### src/rtl/nd_nto1_rr_pkg.sv
// Shared field-size defaults, on/off constants and output FSM encodings for the N-to-1 merger.
// Optional macro NS_NTO1_SRC_TAG_EN is consumed by nd_nto1_rr (source-index tag on the output).
`ifndef NS_ADDRESS_SIZE
`define NS_ADDRESS_SIZE 8
`endif
`ifndef NS_DATA_SIZE
`define NS_DATA_SIZE 8
`endif
`ifndef NS_REDUN_SIZE
`define NS_REDUN_SIZE 4
`endif
`ifndef NS_NTO1_FSZ
`define NS_NTO1_FSZ 4
`endif
`ifndef NS_2to1_FSZ
`define NS_2to1_FSZ `NS_NTO1_FSZ
`endif

package nd_nto1_rr_pkg;

  localparam logic NS_ON  = 1'b1;
  localparam logic NS_OFF = 1'b0;

  typedef enum logic [1:0] {
    OUT_IDLE = 2'd0,
    OUT_REQ  = 2'd1,
    OUT_WACK = 2'd2
  } out_state_e;

  // Width of an input index; never narrower than one bit.
  function automatic int idx_width(input int n);
    return (n > 2) ? $clog2(n) : 1;
  endfunction

endpackage

### src/rtl/nd_rr_arbiter.sv
// Combinational round-robin arbiter: grants the first pending index at or after ptr, wrapping.
module nd_rr_arbiter
  import nd_nto1_rr_pkg::*;
#(
  parameter  int NUM_IN = 4,
  localparam int IW     = idx_width(NUM_IN)
) (
  input  logic [NUM_IN-1:0] pending,
  input  logic [IW-1:0]     ptr,
  input  logic              enable,
  output logic [NUM_IN-1:0] gnt_onehot,
  output logic [IW-1:0]     gnt_idx,
  output logic              gnt_valid
);

  int          sum_s;
  logic [IW-1:0] cand_s;
  logic        hit_s;

  // Scan candidates in rotated order; the first hit wins and later hits are masked.
  always_comb begin
    gnt_onehot = {NUM_IN{1'b0}};
    gnt_idx    = {IW{1'b0}};
    gnt_valid  = 1'b0;
    sum_s      = 0;
    cand_s     = {IW{1'b0}};
    hit_s      = 1'b0;
    for (int k = 0; k < NUM_IN; k++) begin
      sum_s              = int'(ptr) + k;
      cand_s             = (sum_s >= NUM_IN) ? IW'(sum_s - NUM_IN) : IW'(sum_s);
      hit_s              = enable & ~gnt_valid & pending[cand_s];
      gnt_idx            = hit_s ? cand_s : gnt_idx;
      gnt_onehot[cand_s] = gnt_onehot[cand_s] | hit_s;
      gnt_valid          = gnt_valid | hit_s;
    end
  end

endmodule

### src/rtl/nd_nto1_rr.sv
// N-to-1 4-phase message merger: round-robin input arbitration, FSZ-deep FIFO, one output channel.
// Define NS_NTO1_SRC_TAG_EN to add snd_src, the granted input index carried with each message.
module nd_nto1_rr
  import nd_nto1_rr_pkg::*;
#(
  parameter  int NUM_IN = 4,
  parameter  int FSZ    = `NS_2to1_FSZ,
  parameter  int ASZ    = `NS_ADDRESS_SIZE,
  parameter  int DSZ    = `NS_DATA_SIZE,
  parameter  int RSZ    = `NS_REDUN_SIZE,
  localparam int IW     = idx_width(NUM_IN)
) (
  input  logic                  i_clk,
  input  logic                  reset,
  output logic                  ready,
  input  logic [NUM_IN-1:0]     rcv_req,
  output logic [NUM_IN-1:0]     rcv_ack,
  input  logic [NUM_IN*ASZ-1:0] rcv_addr,
  input  logic [NUM_IN*DSZ-1:0] rcv_data,
  input  logic [NUM_IN*RSZ-1:0] rcv_red,
  output logic                  snd_req,
  input  logic                  snd_ack,
  output logic [ASZ-1:0]        snd_addr,
  output logic [DSZ-1:0]        snd_data,
  output logic [RSZ-1:0]        snd_red
`ifdef NS_NTO1_SRC_TAG_EN
  ,
  output logic [IW-1:0]         snd_src
`endif
);

  localparam int CW = $clog2(FSZ + 1);
  localparam int PW = $clog2(FSZ);
`ifdef NS_NTO1_SRC_TAG_EN
  localparam int EW = IW + ASZ + DSZ + RSZ;
`else
  localparam int EW = ASZ + DSZ + RSZ;
`endif
  localparam logic [CW-1:0] FSZ_C     = CW'(FSZ);
  localparam logic [PW-1:0] LAST_SLOT = PW'(FSZ - 1);
  localparam logic [IW-1:0] LAST_IN   = IW'(NUM_IN - 1);

  logic              ready_r;
  logic [NUM_IN-1:0] rcv_ack_r;
  logic [IW-1:0]     ptr_r;

  logic [EW-1:0]     mem_r [FSZ];
  logic [PW-1:0]     head_r;
  logic [PW-1:0]     tail_r;
  logic [CW-1:0]     count_r;

  out_state_e        state_r;
  out_state_e        state_nxt_s;
  logic              snd_req_r;
  logic              snd_req_nxt_s;
  logic              pop_s;
  logic [ASZ-1:0]    snd_addr_r;
  logic [DSZ-1:0]    snd_data_r;
  logic [RSZ-1:0]    snd_red_r;

  logic [NUM_IN-1:0] pending_s;
  logic [NUM_IN-1:0] gnt_onehot_s;
  logic [IW-1:0]     gnt_idx_s;
  logic              gnt_valid_s;
  logic              fifo_room_s;

  logic [ASZ-1:0]    sel_addr_s;
  logic [DSZ-1:0]    sel_data_s;
  logic [RSZ-1:0]    sel_red_s;
  logic [EW-1:0]     wr_entry_s;
  logic [EW-1:0]     rd_entry_s;
  logic [ASZ-1:0]    rd_addr_s;
  logic [DSZ-1:0]    rd_data_s;
  logic [RSZ-1:0]    rd_red_s;

`ifdef NS_NTO1_SRC_TAG_EN
  logic [IW-1:0]     rd_src_s;
  logic [IW-1:0]     snd_src_r;
`endif

  // A pop in the same cycle does not free a slot for a new grant.
  assign pending_s   = rcv_req & ~rcv_ack_r;
  assign fifo_room_s = (count_r < FSZ_C);

  nd_rr_arbiter #(
    .NUM_IN (NUM_IN)
  ) u_arb (
    .pending    (pending_s),
    .ptr        (ptr_r),
    .enable     (fifo_room_s),
    .gnt_onehot (gnt_onehot_s),
    .gnt_idx    (gnt_idx_s),
    .gnt_valid  (gnt_valid_s)
  );

  // One-hot AND-OR mux of the granted input's fields.
  always_comb begin
    sel_addr_s = {ASZ{1'b0}};
    sel_data_s = {DSZ{1'b0}};
    sel_red_s  = {RSZ{1'b0}};
    for (int i = 0; i < NUM_IN; i++) begin
      sel_addr_s = sel_addr_s | (rcv_addr[i*ASZ +: ASZ] & {ASZ{gnt_onehot_s[i]}});
      sel_data_s = sel_data_s | (rcv_data[i*DSZ +: DSZ] & {DSZ{gnt_onehot_s[i]}});
      sel_red_s  = sel_red_s  | (rcv_red[i*RSZ +: RSZ]  & {RSZ{gnt_onehot_s[i]}});
    end
  end

`ifdef NS_NTO1_SRC_TAG_EN
  assign wr_entry_s = {gnt_idx_s, sel_addr_s, sel_data_s, sel_red_s};
  assign rd_entry_s = mem_r[head_r];
  assign {rd_src_s, rd_addr_s, rd_data_s, rd_red_s} = rd_entry_s;
`else
  assign wr_entry_s = {sel_addr_s, sel_data_s, sel_red_s};
  assign rd_entry_s = mem_r[head_r];
  assign {rd_addr_s, rd_data_s, rd_red_s} = rd_entry_s;
`endif

  // Ready flag, round-robin pointer and per-input acknowledges.
  always_ff @(posedge i_clk or negedge reset) begin
    if (!reset) begin
      ready_r   <= NS_OFF;
      ptr_r     <= {IW{1'b0}};
      rcv_ack_r <= {NUM_IN{1'b0}};
    end else begin
      ready_r <= NS_ON;
      if (gnt_valid_s) begin
        ptr_r <= (gnt_idx_s == LAST_IN) ? {IW{1'b0}} : gnt_idx_s + IW'(1);
      end
      for (int i = 0; i < NUM_IN; i++) begin
        if (gnt_onehot_s[i]) begin
          rcv_ack_r[i] <= 1'b1;
        end else if (!rcv_req[i]) begin
          rcv_ack_r[i] <= 1'b0;
        end
      end
    end
  end

  // Message FIFO; head/tail wrap at FSZ, which need not be a power of two.
  always_ff @(posedge i_clk or negedge reset) begin
    if (!reset) begin
      for (int i = 0; i < FSZ; i++) begin
        mem_r[i] <= {EW{1'b0}};
      end
      head_r  <= {PW{1'b0}};
      tail_r  <= {PW{1'b0}};
      count_r <= {CW{1'b0}};
    end else begin
      if (gnt_valid_s) begin
        mem_r[tail_r] <= wr_entry_s;
        tail_r        <= (tail_r == LAST_SLOT) ? {PW{1'b0}} : tail_r + PW'(1);
      end
      if (pop_s) begin
        head_r <= (head_r == LAST_SLOT) ? {PW{1'b0}} : head_r + PW'(1);
      end
      case ({gnt_valid_s, pop_s})
        2'b10:   count_r <= count_r + CW'(1);
        2'b01:   count_r <= count_r - CW'(1);
        default: count_r <= count_r;
      endcase
    end
  end

  // Output FSM next-state: load from the FIFO in IDLE, then run the 4-phase handshake.
  always_comb begin
    state_nxt_s   = state_r;
    snd_req_nxt_s = snd_req_r;
    pop_s         = 1'b0;
    case (state_r)
      OUT_IDLE: begin
        if (count_r != {CW{1'b0}}) begin
          pop_s         = 1'b1;
          snd_req_nxt_s = 1'b1;
          state_nxt_s   = OUT_REQ;
        end else begin
          state_nxt_s   = OUT_IDLE;
        end
      end
      OUT_REQ: begin
        if (snd_ack) begin
          snd_req_nxt_s = 1'b0;
          state_nxt_s   = OUT_WACK;
        end else begin
          state_nxt_s   = OUT_REQ;
        end
      end
      OUT_WACK: begin
        if (!snd_ack) begin
          state_nxt_s = OUT_IDLE;
        end else begin
          state_nxt_s = OUT_WACK;
        end
      end
      default: begin
        state_nxt_s   = OUT_IDLE;
        snd_req_nxt_s = 1'b0;
      end
    endcase
  end

  // Output FSM state and registered snd_* fields, held stable while snd_req is high.
  always_ff @(posedge i_clk or negedge reset) begin
    if (!reset) begin
      state_r    <= OUT_IDLE;
      snd_req_r  <= 1'b0;
      snd_addr_r <= {ASZ{1'b0}};
      snd_data_r <= {DSZ{1'b0}};
      snd_red_r  <= {RSZ{1'b0}};
`ifdef NS_NTO1_SRC_TAG_EN
      snd_src_r  <= {IW{1'b0}};
`endif
    end else begin
      state_r   <= state_nxt_s;
      snd_req_r <= snd_req_nxt_s;
      if (pop_s) begin
        snd_addr_r <= rd_addr_s;
        snd_data_r <= rd_data_s;
        snd_red_r  <= rd_red_s;
`ifdef NS_NTO1_SRC_TAG_EN
        snd_src_r  <= rd_src_s;
`endif
      end
    end
  end

  assign ready    = ready_r;
  assign rcv_ack  = rcv_ack_r;
  assign snd_req  = snd_req_r;
  assign snd_addr = snd_addr_r;
  assign snd_data = snd_data_r;
  assign snd_red  = snd_red_r;
`ifdef NS_NTO1_SRC_TAG_EN
  assign snd_src  = snd_src_r;
`endif

endmodule

### config.mk
export PLATFORM = sky130hd
export DESIGN_NAME = nd_nto1_rr
export DESIGN_NICKNAME = d
export VERILOG_FILES = /design/src/rtl/nd_nto1_rr_pkg.sv /design/src/rtl/nd_rr_arbiter.sv /design/src/rtl/nd_nto1_rr.sv
export SDC_FILE = /design/constraint.sdc
export NUM_CORES = 1
export LEC_CHECK = 0
export ABC_AREA = 1
export CORE_MARGIN = 2
export CORE_UTILIZATION = 48
export DETAILED_ROUTE_END_ITERATION = 10
export GPL_TIMING_DRIVEN = 0
export PLACE_DENSITY = 0.8
export SETUP_SLACK_MARGIN = 0.02
export SYNTH_ARGS = -nofsm -noshare
export SYNTH_HDL_FRONTEND = slang
export SYNTH_SLANG_ARGS = --single-unit
### constraint.sdc
create_clock -name i_clk -period 2.9 [get_ports i_clk]
set_input_delay 0.725 -clock i_clk [delete_from_list [all_inputs] [get_ports i_clk]]
set_output_delay 0.725 -clock i_clk [all_outputs]
set_load 0.03 [all_outputs]
## Yosys cells after proc, flatten, opt, wreduce, memory -nomap -nowiden

Cells that the tools add are included.

- Add/subtract/negate cells: 12
- Multiply operators: 0
- Divide/modulo/power cells: 0
- Order comparisons: 16
- Equal/unequal tests: 13
- Shifts and indexed selects: 0
- Muxes and demuxes: 62
- Bitwise gates (word level): 44
- Reduce and logical (&&, ||, !) cells: 9

Operator list:

| cell | number |
|---|---|
| $bwmux W80 | 1 |
| $and A8 B8 Y8 | 8 |
| $mux W20 | 3 |
| $or A8 B8 Y8 | 6 |
| $bmux W20 S2 | 1 |
| $demux W20 S2 | 1 |
| $mux W2 | 13 |
| $mux W1 | 25 |
| $and A4 B4 Y4 | 6 |
| $bmux W1 S2 | 8 |
| $ge A3 B3 Y1 const B | 5 |
| $bwmux W4 | 3 |
| $lt A2 B3 Y1 const B | 4 |
| $or A4 B4 Y4 | 3 |
| $eq A2 B2 Y1 const B | 5 |
| $demux W1 S2 | 4 |
| $ge A2 B1 Y1 const B | 4 |
| $ne A2 B1 Y1 const B | 4 |
| $sub A2 B1 Y2 const B | 4 |
| $and A1 B1 Y1 | 7 |
| $or A1 B1 Y1 | 7 |
| $add A2 B1 Y2 const B | 3 |
| $add A2 B2 Y3 const B | 2 |
| $not A2 Y3 | 2 |
| other kinds (18) | 27 |

- Register bits after elaboration: 117
- Bits in latches: 0
- Bits in writable memories: 0
- Bits in read-only memories: 0
- Bits of input ports: 87
- Output and inout port bits: 26
- Logic and storage cells: 174
- Memories kept: 0

## Logic depth before layout (Yosys ltp)

- Depth after elaboration: 24
- Depth in mapped cells: 23
- Gate-level depth less buffers: 21

## Modules after synthesis

From an unflattened synthesis, not the netlist that was laid out.

- Cells, all modules: 919
- Area, all modules: 6632.6 um^2

By module, submodules not included:

| module | instances | cells an instance | area an instance (um^2) | seq. area each (um^2) |
|---|---|---|---|---|
| nd_nto1_rr | 1 | 809 | 6020.8 | 2927.8 |
| nd_rr_arbiter | 1 | 110 | 611.8 | 0.0 |

## Worst setup path before layout

Ideal clock, no wire load.

- Path kind: register -> register
- Start: register ptr_r[0]
- End: register count_r[2]
- Setup time: 131 ps
- Arrival: 2816 ps
- Data required time: 2769 ps
- Path slack: -47 ps
- Stages on the path, launching flop included: 18
- Path buffers: 1
- Clock period less this slack: 2947 ps
- Cells stage by stage: dfrtp_1 -> inv_2 -> buf_6 -> ha_1 -> inv_1 -> nand2_1 -> nand4_2 -> inv_1 -> nor2_1 -> nand4_2 -> nand2_1 -> nor2_1 -> ha_1 -> inv_1 -> fa_1 -> a21oi_1 -> o21ai_0 -> xor2_1

- Cells in the longest elaborated chain, start to end: 19
- Elaborated cells between the ends (all ways): 40
- Those cells by class: add/sub: 7; order compare: 4; eq/ne: 2; mux: 13; bitwise: 13; reduce/logical: 1

Ends and longest elaborated chain:

| what | RTL line | text |
|---|---|---|
| start, declared | nd_nto1_rr.sv:45 | `logic [IW-1:0] ptr_r;` |
| start signal, assigned | nd_nto1_rr.sv:122 | `ptr_r <= {IW{1'b0}};` |
| start signal, assigned | nd_nto1_rr.sv:127 | `ptr_r <= (gnt_idx_s == LAST_IN) ? {IW{1'b0}} : gnt_idx_s + IW'(1);` |
| branches (longest 16 deep; another with $add A2 B1 Y3) | -- |  |
| $or A1 B1 Y1 (*) | nd_rr_arbiter.sv:34 | `gnt_valid = gnt_valid \| hit_s;` |
| $eq A2 B1 Y1 / $eq A2 B2 Y1 (equally long branches) | nd_nto1_rr.sv:156 | `case ({gnt_valid_s, pop_s})` |
| $pmux W3 S2 / $reduce_bool A2 Y1 (equally long branches) | -- |  |
| end signal, assigned | nd_nto1_rr.sv:157 | `2'b10: count_r <= count_r + CW'(1);` |
| end signal, assigned | nd_nto1_rr.sv:158 | `2'b01: count_r <= count_r - CW'(1);` |
| end signal, assigned | nd_nto1_rr.sv:159 | `default: count_r <= count_r;` |
| end, declared | nd_nto1_rr.sv:50 | `logic [CW-1:0] count_r;` |

Every way passes the cells marked *. The select of a mux whose other input is x is not followed.
A chain may end at the register's enable or synchronous reset.

## Worst setup path in the final report

- Start: register ptr_r[0]
- End: register mem_r[7] in the netlist's numbering

- Cells in the longest elaborated chain, start to end: 24
- Elaborated cells between the ends (all ways): 80
- Those cells by class: add/sub: 7; order compare: 12; mux: 32; bitwise: 25; reduce/logical: 4

Ends and longest elaborated chain:

| what | RTL line | text |
|---|---|---|
| $ge A2 B3 Y1 / $sub A2 B1 Y2 (equally long branches) | nd_rr_arbiter.sv:30 | `cand_s = (sum_s >= NUM_IN) ? IW'(sum_s - NUM_IN) : IW'(sum_s);` |
| $mux W2 | nd_rr_arbiter.sv:30 |  |
| $lt A2 B3 Y1 (implied by the code), or another cell as far along | nd_rr_arbiter.sv:33 | `gnt_onehot[cand_s] = gnt_onehot[cand_s] \| hit_s;` |
| $logic_and A1 B1 Y1 (implied by the code) / $mux W1 (equally long branches) | nd_rr_arbiter.sv:33, nd_rr_arbiter.sv:31 |  |
| $mux W1 (implied by the code) / $and A1 B1 Y1 (equally long branches) | nd_rr_arbiter.sv:33, nd_rr_arbiter.sv:31 |  |
| $demux W1 S2 / $or A1 B1 Y1 (equally long branches) | -- |  |
| $and A4 B4 Y4 (no line) | -- |  |
| $bmux W1 S2 | nd_rr_arbiter.sv:33 |  |
| (+6 left out) | -- |  |
| $bwmux W4 | nd_rr_arbiter.sv:33 |  |
| $bmux W1 S2 | nd_rr_arbiter.sv:33 |  |
| $mux W1 (implied by the code) | nd_rr_arbiter.sv:33 |  |
| $or A1 B1 Y1 | nd_rr_arbiter.sv:33 |  |
| $bwmux W4 | nd_rr_arbiter.sv:33 |  |
| $and A8 B8 Y8 | nd_nto1_rr.sv:103 | `sel_data_s = sel_data_s \| (rcv_data[i*DSZ +: DSZ] & {DSZ{gnt_onehot_s[i]}});` |
| $or A8 B8 Y8 (3 in a row) | nd_nto1_rr.sv:103 |  |
| $bwmux W80 | nd_nto1_rr.sv:150 | `mem_r[tail_r] <= wr_entry_s;` |
| end signal, assigned by index | nd_nto1_rr.sv:143 | `mem_r[i] <= {EW{1'b0}};` |
| end signal, assigned by index | nd_nto1_rr.sv:150 |  |
| end, declared | nd_nto1_rr.sv:47 | `logic [EW-1:0] mem_r [FSZ];` |

Parallel ways exist; a longest one is shown, timed or not. The select of a mux whose other input is x is not followed.

==> summary.txt <==
status = complete, but fails checks
failing checks = setup timing
Layout Cells excl Fill = 1215
DRT antenna net count = 0
Initial DRC Count = 808
GR Overflow Total = 0
detail-routed net length per standard cell = 19.4 um
crit-path max FO = 10
Starting Density = 48.9%
post-synthesis cell type count = 31
Final Skew = 0.00675 ns
Post-Synthesis Cells = 861
#FFs+latches synth = 117
worst endpoint required time = 3.20 ns
Cell Rows = 42
Vias/cell = 5.86
first-pass GRT wire length = 34200 um
cell mode on critical path = nand3_4
CTS H-tree lvls = 4
Final nets = 1124
Antenna Cells = 0
area of the die = 0.0143 mm^2
Synth Net Count = 959
Tcrit/Tclk final = 110%
DIE WIDTH = 120 um
CTS root buffer = clkbuf_16
cts bufs inserted = 17
HPWL after detailed placement = 14400 um
CORE AREA = 0.0131 mm^2
drt first pass iters = 6
final core utilization = 73.9%
Layout area overhead = 51.2%
DRC = 0
Hold Crit Class = input pin to asynchronous set/reset pin
routed wire length = 23600 um
vias in the first global route = 6579
Yosys Warn Count = 0
Final setup viols = 82
worst setup margin = -0.289 ns
fillcell total = 884
Seq/Total Area, Yosys = 45.6%
largest net degree at the start of global routing = 81
Cell Chain, Critical Path = inv_2 > buf_8 > nand3_4 > nand3_4 > nand2_4 > nor2_4 > nand2_2 > nand2_2 > nand3_4 > nand4_1 > nand3_2 > nand3_2 > nand2_4 > nand3_4 > nand3_2 > nand3_2 > nand2_4 > nand3_4 > buf_6 > nand3_1 > nand2_2 > o21ai_1 > nand2_1
Global Route Usage Sum = 30.5%
Crit. End Element = register
Max-Cap Viols = 0
Max stage delay cell, worst path = dfrtp_2
layout cells sized above 1 = 26.3%
fmax = 314 MHz
Worst setup SP type = register
GP Congestion = 0.954
via count = 7123
pin slew with the least headroom to its limit = 0.827 ns
DIE HEIGHT = 120 um
most frequent cells in the layout = nand2_1, dfrtp_1, clkdlybuf4s50_1
clk_lat worst skew = 0.42 ns
Placed Cells incl. Taps = 1150
PortBufs = 112
critical path data arrival time = 3.49 ns
Slew Limit Fails = 0
Syn Area/Cell = 7.46 um^2
RSZ-0062 raised after global routing = yes
Clock Path Buffers = 2
Rel. slew slack = 44.4%
min Tclk post-route = 3.19 ns
crit-path max cell delay = 0.45 ns
endpoints failing hold = 0
initial antenna violation count = 0
CTS tree = built
Post-Syn Area = 0.00642 mm^2
crit path kind = register to register
Worst-path clk slew = 0.06 ns
most common cell after layout, fill and taps aside = nand2_1
IO Count = 113
Clock Sinks = 117
## cell type report
cell class	instances	area, um^2	share of cell area [%]
Clock buffer	24	492	5.07
Inverter	32	133	1.37
Tap cell	176	220	2.27
Timing Repair Buffer	146	1440	14.8
Multi-Input combinational cell	661	4030	41.5
Clock inverter	8	145	1.50
Sequential cell	117	2930	30.2
Buffer	51	317	3.26
## metrics by stage
step	hold slack (ns)	TNS, ns	cell area [um^2]	worst slack (ns)
after global routing	0.227	-24.54	9710	-0.391
after CTS	0.213	-0.0322	8950	-0.0211
after detailed placement	0.460	-67.03	7800	-0.881
final	0.206	-15.03	9710	-0.289
after floorplan	0.429	0	6430	0.0748
after global placement	0.457	-452.55	7780	-3.33
## flip-flops by register name, summed over array words and instances, names as in the netlist
register and cells:
count_r 3, head_r 2, mem_r 80, ptr_r 2
rcv_ack 4, ready 1, snd_addr 8, snd_data 8
snd_red 4, snd_req 1, state_r 2, tail_r 2
## metal layers
metal / global-route usage [%] / wire length (um) / vias up / part of all wire (%)
met3: 7.32 / 2390 / 102 / 10
met2: 47.9 / 11000 / 491 / 47
met5: 0 / 0 / - / 0
met4: 10.0 / 987 / 0 / 4.2
li1: - / - / 3221 / -
met1: 41.7 / 9220 / 3309 / 39
## synth_stat cells (all sizes together)
cell type	n	area, um^2
buf	22	163
nand2	247	955
dlygate4sd1	3	26.3
a22o	1	8.76
nand3	114	606
xnor2	1	8.76
xor2	1	8.76
o21ai	137	686
conb	1	3.75
a31oi	21	131
nor2	109	409
clkinv	1	3.75
dfrtp	117	2930
a22oi	1	7.51
ha	10	125
inv	31	116
a211oi	1	7.51
a21oi	4	20.0
o31ai	2	15.0
nand4	9	68.8
nor3	1	5.00
fa	1	20.0
clkbuf	26	97.6
## logic make-up after synthesis
family	after synthesis	synth area share, %
other	1	0.0584
adder cells (fa/ha/maj)	11	2.26
AND/OR/NAND/NOR	480	31.8
XOR/XNOR	2	0.273
AO/OA/AOI/OAI	167	13.6
flip-flops	117	45.6
buffers and inverters	83	6.33
## worst max-delay path, delay by kind of cell (launching register included)
| kind | cells | cell delay [ns] |
|---|---|---|
| AND/OR/NAND/NOR | 19 | 1.96 |
| buffers and inverters | 3 | 0.41 |
| flip-flops | 1 | 0.45 |
| AO/OA/AOI/OAI | 1 | 0.22 |
## final timing paths
kind	end	depth (start not counted)	slack, ns	start
setup / recovery	mem_r[7]	23	-0.29	ptr_r[0]
max in group asynchronous	ptr_r[1]	2	1.98	reset
hold / removal	snd_red[2]	1	0.21	reset
setup reg to reg	mem_r[7]	23	-0.29	ptr_r[0]
hold reg to reg	mem_r[49]	2	0.47	mem_r[49]
min in group i_clk	mem_r[49]	2	0.47	mem_r[49]
## repair_timing
| item | in CTS | in global routing |
|---|---|---|
| setup buffers | 18 | 11 |
| pin swaps | 33 | 71 |
| hold buffers | 0 | 0 |
| gates cloned | 1 | 3 |
| gates resized for setup | 107 | 151 |
| endpoints found under the setup margin | 86 | 86 |
Power is left out: the tool's default activity adds up to more than one toggle a clock period on the data nets, which glitch-free logic cannot reach.
